## src/rtl/break_accumulator.sv

```systemverilog
// Break accumulator: sums masked break flags per candidate variable over one or
// more beats, then scans the candidates to find the one with the fewest breaks.
module break_accumulator #(
  parameter int CLUSTER_SIZE = 20,
  parameter int NSAT         = 3,
  parameter int CNT_W        = 8,
  localparam int IDX_W       = (NSAT > 1) ? $clog2(NSAT) : 1
) (
  input  logic                    clk_i,
  input  logic                    reset_i,
  input  logic                    start_i,
  input  logic                    valid_i,
  output logic                    ready_o,
  input  logic [CLUSTER_SIZE-1:0] break_i,
  input  logic [CLUSTER_SIZE-1:0] mask_i,
  input  logic                    last_i,
  output logic                    busy_o,
  output logic                    done_o,
  output logic [IDX_W-1:0]        min_idx_o,
  output logic [CNT_W-1:0]        min_cnt_o,
  output logic                    zero_break_o
);

  localparam int PC_W  = $clog2(CLUSTER_SIZE + 1);
  localparam int SUM_W = CNT_W + PC_W;

  localparam logic [1:0] IDLE    = 2'd0;
  localparam logic [1:0] ACCUM   = 2'd1;
  localparam logic [1:0] COMPARE = 2'd2;
  localparam logic [1:0] DONE    = 2'd3;

  localparam logic [SUM_W-1:0] CNT_MAX = SUM_W'({CNT_W{1'b1}});

  function automatic logic [PC_W-1:0] popcount(input logic [CLUSTER_SIZE-1:0] v);
    logic [PC_W-1:0] n;
    n = {PC_W{1'b0}};
    for (int i = 0; i < CLUSTER_SIZE; i++) begin
      n = n + PC_W'(v[i]);
    end
    return n;
  endfunction

  // Counters clamp at all-ones so a heavily broken candidate never looks cheap.
  function automatic logic [CNT_W-1:0] sat_add(input logic [CNT_W-1:0] a,
                                               input logic [PC_W-1:0]  b);
    logic [SUM_W-1:0] s;
    s = SUM_W'(a) + SUM_W'(b);
    if (s > CNT_MAX) begin
      return {CNT_W{1'b1}};
    end else begin
      return s[CNT_W-1:0];
    end
  endfunction

  logic [1:0]       state;
  logic [1:0]       next_state;
  logic [CNT_W-1:0] counters [NSAT];
  logic [IDX_W-1:0] cur_cand;
  logic [IDX_W-1:0] cmp_idx;
  logic [IDX_W-1:0] best_idx;
  logic [CNT_W-1:0] best_cnt;
  logic [CNT_W-1:0] beat_cnt;
  logic [CNT_W-1:0] cmp_val;
  logic [IDX_W-1:0] fin_idx;
  logic [CNT_W-1:0] fin_cnt;
  logic             cand_last;
  logic             cmp_last;
  logic             take;

  assign cand_last = (cur_cand == IDX_W'(NSAT - 1));
  assign cmp_last  = (cmp_idx == IDX_W'(NSAT - 1));

  // Next-state decode; a start in ACCUM restarts the round in place.
  always_comb begin
    next_state = state;
    case (state)
      IDLE: begin
        if (start_i) begin
          next_state = ACCUM;
        end else begin
          next_state = IDLE;
        end
      end
      ACCUM: begin
        if (start_i) begin
          next_state = ACCUM;
        end else if (valid_i && last_i && cand_last) begin
          next_state = COMPARE;
        end else begin
          next_state = ACCUM;
        end
      end
      COMPARE: begin
        if (cmp_last) begin
          next_state = DONE;
        end else begin
          next_state = COMPARE;
        end
      end
      DONE:    next_state = IDLE;
      default: next_state = IDLE;
    endcase
  end

  // Beat arithmetic and one-candidate-per-cycle minimum scan.
  always_comb begin
    beat_cnt = sat_add(counters[cur_cand], popcount(break_i & mask_i));
    cmp_val  = counters[cmp_idx];
    take     = (cmp_idx == {IDX_W{1'b0}}) || (cmp_val < best_cnt);
    if (take) begin
      fin_idx = cmp_idx;
      fin_cnt = cmp_val;
    end else begin
      fin_idx = best_idx;
      fin_cnt = best_cnt;
    end
  end

  // State register and the status outputs derived from the next state.
  always_ff @(posedge clk_i or posedge reset_i) begin
    if (reset_i) begin
      state   <= IDLE;
      ready_o <= 1'b0;
      busy_o  <= 1'b0;
      done_o  <= 1'b0;
    end else begin
      state   <= next_state;
      ready_o <= (next_state == ACCUM);
      busy_o  <= (next_state != IDLE);
      done_o  <= (next_state == DONE);
    end
  end

  // Counter accumulation, candidate sequencing and the compare scan.
  always_ff @(posedge clk_i or posedge reset_i) begin
    if (reset_i) begin
      for (int i = 0; i < NSAT; i++) begin
        counters[i] <= {CNT_W{1'b0}};
      end
      cur_cand <= {IDX_W{1'b0}};
      cmp_idx  <= {IDX_W{1'b0}};
      best_idx <= {IDX_W{1'b0}};
      best_cnt <= {CNT_W{1'b0}};
    end else begin
      case (state)
        IDLE, ACCUM: begin
          if (start_i) begin
            for (int i = 0; i < NSAT; i++) begin
              counters[i] <= {CNT_W{1'b0}};
            end
            cur_cand <= {IDX_W{1'b0}};
            cmp_idx  <= {IDX_W{1'b0}};
          end else if ((state == ACCUM) && valid_i) begin
            counters[cur_cand] <= beat_cnt;
            if (last_i && !cand_last) begin
              cur_cand <= cur_cand + IDX_W'(1'b1);
            end
          end
        end
        COMPARE: begin
          best_idx <= fin_idx;
          best_cnt <= fin_cnt;
          if (cmp_last) begin
            cmp_idx <= {IDX_W{1'b0}};
          end else begin
            cmp_idx <= cmp_idx + IDX_W'(1'b1);
          end
        end
        default: begin
        end
      endcase
    end
  end

  // Result registers load only as the scan finishes, then hold until the next one.
  always_ff @(posedge clk_i or posedge reset_i) begin
    if (reset_i) begin
      min_idx_o    <= {IDX_W{1'b0}};
      min_cnt_o    <= {CNT_W{1'b0}};
      zero_break_o <= 1'b0;
    end else if ((state == COMPARE) && cmp_last) begin
      min_idx_o    <= fin_idx;
      min_cnt_o    <= fin_cnt;
      zero_break_o <= (fin_cnt == {CNT_W{1'b0}});
    end
  end

endmodule

```

## config.mk

```make
export PLATFORM = sky130hd
export DESIGN_NAME = break_accumulator
export DESIGN_NICKNAME = d
export VERILOG_FILES = /design/src/rtl/break_accumulator.sv
export SDC_FILE = /design/constraint.sdc
export NUM_CORES = 1
export LEC_CHECK = 0
export BUFFER_PORTS_ARGS = -buffer_cell sky130_fd_sc_hd__buf_2
export CAP_MARGIN = 5
export CORE_UTILIZATION = 35
export CTS_CLUSTER_SIZE = 20
export DETAILED_ROUTE_END_ITERATION = 8
export PLACE_DENSITY = 0.54
export SETUP_SLACK_MARGIN = 0.4
export SLEW_MARGIN = 20
export SYNTH_ARGS = -nofsm -noshare
export SYNTH_HDL_FRONTEND = slang
export SYNTH_SLANG_ARGS = --single-unit
```

## constraint.sdc

```tcl
create_clock -name clk_i -period 16.1 [get_ports clk_i]
set_input_delay 0.805 -clock clk_i [delete_from_list [all_inputs] [get_ports clk_i]]
set_output_delay 0.805 -clock clk_i [all_outputs]
set_load 0.05 [all_outputs]
```

Word-level counts from Yosys, hierarchy flattened:

Cells that the tools add are included.

* memory bits (read-only): 0
* flip-flop bits (word level): 54
* memories kept: 0
* memory bits (writable): 0
* bits in latches: 0

* order comparisons: 5
* multiplexer cells: 25
* $mul: 0
* bitwise gates (word level): 3
* shifts and indexed selects: 0
* reduce and logical (&&, ||, !) cells: 19
* equality and inequality tests: 8
* div/mod/pow operators: 0
* add/subtract/negate cells: 22

Operators with widths (count)
* $add 5x1->5: 15
* $mux 8: 7
* $mux 24: 2
* $bmux 8 s2: 2
* $bwmux 24: 1
* $and 20x20->20: 1
* $demux 8 s2: 1
* $mux 2: 8
* $eq 2x2->1 const B: 5
* $add 8x5->9: 1
* $gt 9x8->1 const B: 1
* $logic_not 8->1: 1
* $lt 8x8->1: 1
* $pmux 2 s4: 1
* $reduce_bool 2->1: 4
* $ge 3x3->1 const B: 2
* $logic_and 1x1->1: 6
* $not 2->3: 2
* $add 4x1->5: 1
* $add 2x1->2 const B: 2
* $add 3x1->4: 1
* $eq 2x1->1 const B: 2
* $logic_not 2->1: 2
* $pmux 2 s2: 1
* 10 further kinds: 12

Depth between registers and ports, before layout:

Gate-level depths: netlist of the first run.

* depth after elaboration: 26
* gate-level depth with buffers: 19
* gate-level depth less buffers: 18

Worst setup path after synthesis of the first run:

No wires, ideal clock.

* kind: input to register
* start: in break_i[4]
* end: reg counters[5] (netlist name)
* setup slack: 10516 ps
* arrival: 5455 ps
* stages on the path: 16
* required time: 15971 ps
* path through: and2_1 > fa_1 > inv_1 > fa_1 > fa_1 > fa_1 > inv_1 > fa_1 > fa_1 > fa_1 > a21o_1 > a21oi_1 > o21bai_1 > a21o_1 > a22oi_1 > o21ai_0

* cells in the longest elaborated chain, start to end: 23

Ends and longest elaborated chain
* start, declared: RTL line 14 `input logic [CLUSTER_SIZE-1:0] break_i,`
* $and 20x20->20 (*): RTL line 107 `beat_cnt = sat_add(counters[cur_cand], popcount(break_i & mask_i));`
* $add 4x1->5 (*): RTL line 38 `n = n + PC_W'(v[i]);`
* $add 5x1->5 (*) (15 in a row): RTL line 38
* $add 8x5->9 (*): RTL line 47 `s = SUM_W'(a) + SUM_W'(b);`
* $gt 9x8->1: RTL line 48 `if (s > CNT_MAX) begin`
* $mux 8 (*): RTL line 48
* $bwmux 24 (*): RTL line 154 `counters[cur_cand] <= beat_cnt;`
* $mux 24 (*): RTL line 153 `end else if ((state == ACCUM) && valid_i) begin`
* $mux 24 (*): RTL line 147 `if (start_i) begin`
* end signal, assigned by index: RTL line 138 `counters[i] <= {CNT_W{1'b0}};`
* end signal, assigned by index: RTL line 149 `counters[i] <= {CNT_W{1'b0}};`
* end signal, assigned by index: RTL line 154
* end, declared: RTL line 57 `logic [CNT_W-1:0] counters [NSAT];`

Mark *: on every way between the ends. The rest lies on a longest branch, timed or not. The select of a mux whose other input is x is not followed.
A chain may end at the register's enable or synchronous reset.

Final worst setup path of the first run:

* start: reg cur_cand[0]
* end: reg counters[11] (netlist name)

* cells in the longest elaborated chain, start to end: 10
* elaborated cells on any way between the ends: 15

Ends and longest elaborated chain
* start, declared: RTL line 58 `logic [IDX_W-1:0] cur_cand;`
* start signal, assigned: RTL line 140 `cur_cand <= {IDX_W{1'b0}};`
* start signal, assigned: RTL line 151 `cur_cand <= {IDX_W{1'b0}};`
* start signal, assigned: RTL line 156 `cur_cand <= cur_cand + IDX_W'(1'b1);`
* $not 2->3 (not written as such) (*): RTL line 107, 154
* $bmux 8 s2: RTL line 107
* $mux 8 (not written as such) (2 in a row): RTL line 107
* $add 8x5->9: RTL line 47
* $gt 9x8->1: RTL line 48
* $mux 8: RTL line 48
* $bwmux 24 (*): RTL line 154
* $mux 24 (*): RTL line 153
* $mux 24 (*): RTL line 147

Marked as above.

==> impl_metrics.ini, run 1 <==
[synthesis]
synth_area_leader_cell = dfrtp_1
synth.most_common_cell = nand2_1
synth_cell_type_count = 53
synth_top_area_frac = 0.374
synth-edff-count = 0
synth-seq-area-share = 0.374
synthArstFlopShare = 1.00
netlist_area_mm2 = 0.00362
synth_top_flop_cell = dfrtp_1
syn_nets = 458
avgSynthCellArea_um2 = 9.62
ys_ff_latch = 54
yosysWarnings = 0
netlist_instances = 376
synthTopCellsByCount = nand2_1 (63), dfrtp_1 (54), o21ai_0 (38)
synth_area_leaders = dfrtp_1 (37%), fa_1 (8.3%), ha_1 (7.6%)

[setup_path]
reg2reg_to = counters[11]
worstPathBufferInverterCount = 1
crit_required_ns = 16.26
start_kind = register
r2r_slack_ns = 9.82
crit_chain = nor2b_1 -> a21oi_1 -> fa_1 -> fa_1 -> fa_1 -> fa_1 -> inv_1 -> fa_1 -> fa_1 -> fa_1 -> a21o_1 -> a21oi_1 -> o21bai_1 -> a21o_1 -> a21oi_1 -> o21ai_0
r2r-start = cur_cand[0]
worstPathArrival_ns = 6.44
critPathTopFamily = adder cells
cpMostUsedCell = fa_1
endpoint_kind = register
rr_worst_depth = 16
critPathKind = register to register
crit_fanout = 14
slowest_stage = dfrtp_1
slowest_delay_ns = 0.61

[final_layout]
fin_nets = 507
drive_gt1_frac = 0.195
fin_util = 0.409
diodes = 0
area_growth_pct = 12.0

[routing]
wl_per_cell_um = 13.8
vias_per_cell = 5.01
detail_route.first_pass.iterations = 4
ant_nets = 0
via_count = 2798
drt_wl_total_mm = 7.74
drtIter0Drc = 160
drc = 0

[floorplanning]
die_area_mm2 = 0.0107
die_y_um = 104
core_area_mm2 = 0.00991
fp.dieW_um = 104
initial_core_util = 0.365
io_pins = 59
fp-row-count = 36

[clock_network]
cts_tree = done
cts_buffer_depth = 2
clock_latency_ns = 0.30
clkSinkCount = 54
h-tree-depth = 2
postCtsSetupBuffers = 0
cts_root_buf = clkbuf_8
clkTransAtPathRegs_ns = 0.10
cts_made_buffers = 5
cts-hold-fix-buffers = 0
cts-resized-gates = 0

[pwr]
p_leak_uw = 0.00189
seqPwrFrac = 0.344
clockPowerShare = 0.178
power_density_mw_per_mm2 = 108
power.switching_uw = 175
p_int_uw = 263
comb_power_share = 0.478
irDropWorstVdd_mv = 0.0640
switching_share = 0.400

[sta]
maxSlewHeadroom = 0.444
tightest_slew_ns = 0.834
fin_crit_sh = 0.390
timing.setup.tns_ns = 0
hold_violations = 0
fin_crit_ns = 6.28
fin_hold_ws_ns = 0.475
finalWorstSetupSlack_ns = 9.82
rsz0062_at_grt = no
maxSlewViolCount = 0
clock.fmax_mhz = 159
setup_viol = 0
fin_worst_skew_ns = 0.00887

[hold_path]
hold_path_end = min_idx_o[1]
min_path_type = register to register
hold_depth = 2
min-delay-start = min_idx_o[1]

[global_route]
grt_overflow = 0
antenna_found_initial = 0
grt_pass1_vias = 2874
grt_pass1_wl_mm = 13.4
grt_util_all_layers = 0.152
grt_max_degree = 55

[run]
cap_violations = 0

[placement]
io_buffer_count = 58
gp_congestion = 0.786
hpwl_mm = 6.02
dp_slack_ns = 9.87

[status]
status = finished clean
cells in the final DEF (no fill, tap or decap), drive strengths merged, types with 2 or more instances in the layout:
cell and n:
inv 26, ha 22, o21ai 47, o2bb2ai 4
mux2i 24, nor2 9, nor2b 3, o21bai 3
nor3 10, a21o 4, a211oi 3, nand2 63
mux2 3, a21oi 21, clkbuf 7, a31oi 3
buf 59, o22ai 2, a32o 6, or2 5
dfrtp 54, fa 15, or4 2, xnor2 2
and2 13, nand3 2, nand2b 2
per-layer routing:
layer,GRT usage,wire [um],up-vias
met5,0,0,-
met3,0.0189,195,5
met4,0.0373,79,0
li1,-,-,1394
met1,0.191,3610,1341
met2,0.275,3850,58
worst reg2reg max path, delay by kind of cell, from the launching register on:
kind	cells	cell delay, ns
AO/OA/AOI/OAI	7	1.49
adder cells (fa/ha/maj)	7	3.49
buffers and inverters	1	0.05
flip-flops	1	0.61
AND/OR/NAND/NOR	1	0.51
how the worst max path moves through the flow:
stage                startpoint            to  slack, ns  cells after the start
floorplan            break_i[4]   counters[5]      10.52                     16
global placement    cur_cand[0]  counters[21]       10.0                     16
detailed placement  cur_cand[0]  counters[11]       9.87                     16
CTS                 cur_cand[0]  counters[11]       9.85                     16
global route        cur_cand[0]  counters[13]       9.44                     16
finish              cur_cand[0]  counters[11]       9.82                     16
kinds of logic after synthesis:
| kind of cell | after synthesis | share of synthesized area |
|---|---|---|
| compound gates | 100 | 0.179 |
| flops | 54 | 0.374 |
| simple gates | 112 | 0.145 |
| mux | 27 | 0.0758 |
| xor+xnor | 3 | 0.00727 |
| buf+inv | 43 | 0.0605 |
| fa+ha+maj | 37 | 0.159 |
registers in the layout, summed over array words and instances (netlist names), 2 cells and up:
register and count:
min_cnt_o 8, counters 24, state 2, cmp_idx 2, best_idx 2, min_idx_o 2, cur_cand 2, best_cnt 8
stage by stage:
step	total power [uW]	instances	instance area, um^2
2_1_floorplan	318	376	3620
3_3_place_gp	362	551	3960
3_5_place_dp	366	551	3960
4_1_cts	444	559	4050
5_1_grt	480	559	4050
6_report	438	559	4050
power groups by stage:
stage	clock [uW]	sequential (uW)	combinational (uW)
after floorplan	0	150	168
after global placement	0	153	208
after detailed placement	0	154	212
after CTS	80.0	151	213
after global routing	85.2	152	243
final	78.1	151	209
area by class of cell:
class	instances	area [um^2]
flip-flops and latches	54	1350
fillers	998	5860
multi-input cells	279	2050
clock inverters	1	5.00
clock buffers	7	86.3
repair buffers	59	298
inverters	26	97.6
well taps	133	166
Note: power is estimated with default switching activity, not from simulation.
==> inputs of run 2 (changes only) <==
Clock period 16.1 ns to 5.8 ns, I/O delays scaled along.
==> run 2 against run 1 <==
Sequential power rose to 2.7 times the previous value. Count of clock-buffer cells in the layout unchanged. Register-to-register slack worse by 9.2 ns. Wire length up 3.5%. Global-route usage up 0.60 points. Fmax up 22%. Die area unchanged. Critical path type unchanged. Largest cell class unchanged. Highest routed layer unchanged.
==> impl_metrics.ini, run 2 (synthesis gave the netlist of run 1 again) <==
[status]
status = finished clean

[routing]
wl_per_cell_um = 14.2
drc = 0
vias_per_cell = 4.99
drtIter0Drc = 153
via_count = 2815
ant_nets = 0
drt_wl_total_mm = 8.01
detail_route.first_pass.iterations = 4

[clock_network]
cts_made_buffers = 5
cts_tree = done
clkTransAtPathRegs_ns = 0.09
clock_latency_ns = 0.31
cts_root_buf = clkbuf_8
cts-hold-fix-buffers = 0
cts_buffer_depth = 2
h-tree-depth = 2
clkSinkCount = 54

[global_route]
grt_max_degree = 55
grt_pass1_wl_mm = 13.6
grt_pass1_vias = 2828
grt_overflow = 0
grt_util_all_layers = 0.158
antenna_found_initial = 0

[final_layout]
multi_input_area_mm2 = 0.00210
fill_cells = 1012
drive_gt1_frac = 0.234
largest_register = counters
reg_top3 = counters (24), best_cnt (8), min_cnt_o (8)
area_growth_pct = 14.3
diodes = 0
largest_register_ffs = 24
fin_nets = 513
seqCellArea_mm2 = 0.00135
mostFrequentLayoutCell = nand2_1
final_cell_mix = nand2_1 (63), buf_2 (58), dfrtp_1 (53), o21ai_0 (38), inv_1 (25)
final-instance-count-excl-fill = 564

[setup_path]
slowest_stage = fa_1
cpMostUsedCell = fa_1
critPathKind = register to register
endpoint_kind = register
crit_fanout = 7
worstPathArrival_ns = 5.33
start_kind = register
crit_required_ns = 5.98
crit_chain = mux2i_1 -> nor2_1 -> a21oi_2 -> fa_1 -> fa_1 -> fa_1 -> fa_1 -> inv_1 -> fa_1 -> fa_2 -> fa_2 -> a21o_1 -> a21oi_2 -> o21bai_1 -> a21o_4 -> mux2i_2 -> o21ai_0
slowest_delay_ns = 0.54

[hold_path]
min_path_type = primary input to asynchronous set/reset pin

[run]
cap_violations = 0

[pwr]
power.total_uw = 1270
power_density_mw_per_mm2 = 308
p_leak_uw = 0.00191
irDropWorstVdd_mv = 0.319

[sta]
hold_violations = 0
rsz0062_at_grt = no
clock.fmax_mhz = 194
fin_worst_skew_ns = 0.00586
maxSlewViolCount = 0
fin_crit_sh = 0.886
setup_viol = 0
fin_crit_ns = 5.14
maxSlewHeadroom = 0.448
timing.setup.tns_ns = 0
tightest_slew_ns = 0.828

[floorplanning]
initial_core_util = 0.365
io_pins = 59
fp-row-count = 36
die_area_mm2 = 0.0107
die_y_um = 104
core_area_mm2 = 0.00991
fp.dieW_um = 104

[placement]
hpwl_mm = 6.10
gp_congestion = 0.816
place_inst = 554
io_buffer_count = 58
[run 2: cell count changes in the layout (fill, tap and decap cells not counted), sizes merged]
cell | previous run | this run
clkinv | 1 | 0
buf | 59 | 65
[run 2: worst paths after layout]
check / start / endpoint / slack, ns / cells after the start
max in group asynchronous: reset_i / cur_cand[0] / 5.15 / 3
hold reg to reg: min_idx_o[1] / min_idx_o[1] / 0.47 / 2
setup / recovery: cur_cand[0] / counters[22] / 0.66 / 17
setup reg to reg: cur_cand[0] / counters[22] / 0.66 / 17
min in group clk_i: last_i / state[1] / 0.30 / 3
hold / removal: reset_i / min_idx_o[1] / 0.17 / 3
[run 2: worst max-delay path: cells and delay by family (launching register included)]
| kind | cells | cell delay [ns] |
|---|---|---|
| adder cells (fa/ha/maj) | 7 | 3.20 |
| multiplexers | 2 | 0.33 |
| AND/OR/NAND/NOR | 1 | 0.11 |
| buffers and inverters | 1 | 0.05 |
| AO/OA/AOI/OAI | 6 | 0.87 |
| flip-flops | 1 | 0.44 |
[run 2: routing by layer]
metal | routed length (um) | vias to the layer above | track usage
met5 | 0 | - | 0
met4 | 53 | 0 | 0.0424
met3 | 227 | 4 | 0.0252
met2 | 4080 | 57 | 0.281
met1 | 3650 | 1353 | 0.198
li1 | - | 1401 | -
[run 2: area by class of cell]
type	instances	area share
tap	133	0.0403
sequential	54	0.327
inverter	26	0.0236
clock buffer	7	0.0185
timing repair buffer	65	0.0830
multi-input combinational	279	0.507
[run 2: what timing repair did]
item                       in CTS  in global routing
setup endpoints to repair      24                 24
pin swaps                       2                  6
buffers inserted                1                  2
resized for setup               7                  4
[run 2: where the power goes]
group	internal, uW	switching [uW]
logic	280	376
clock network	83.6	119
registers	397	17.5
[run 2: through the flow]
stage               hold slack (ns)  setup slack (ns)  instance area, um^2  utilization
CTS                           0.192             0.404                 4100        0.414
global placement              0.447             0.307                 4000        0.403
floorplan                     0.424             0.448                 3630            -
finish                        0.165             0.658                 4130        0.417
global route                  0.220             0.374                 4130        0.417
detailed placement            0.468             0.254                 4000        0.403
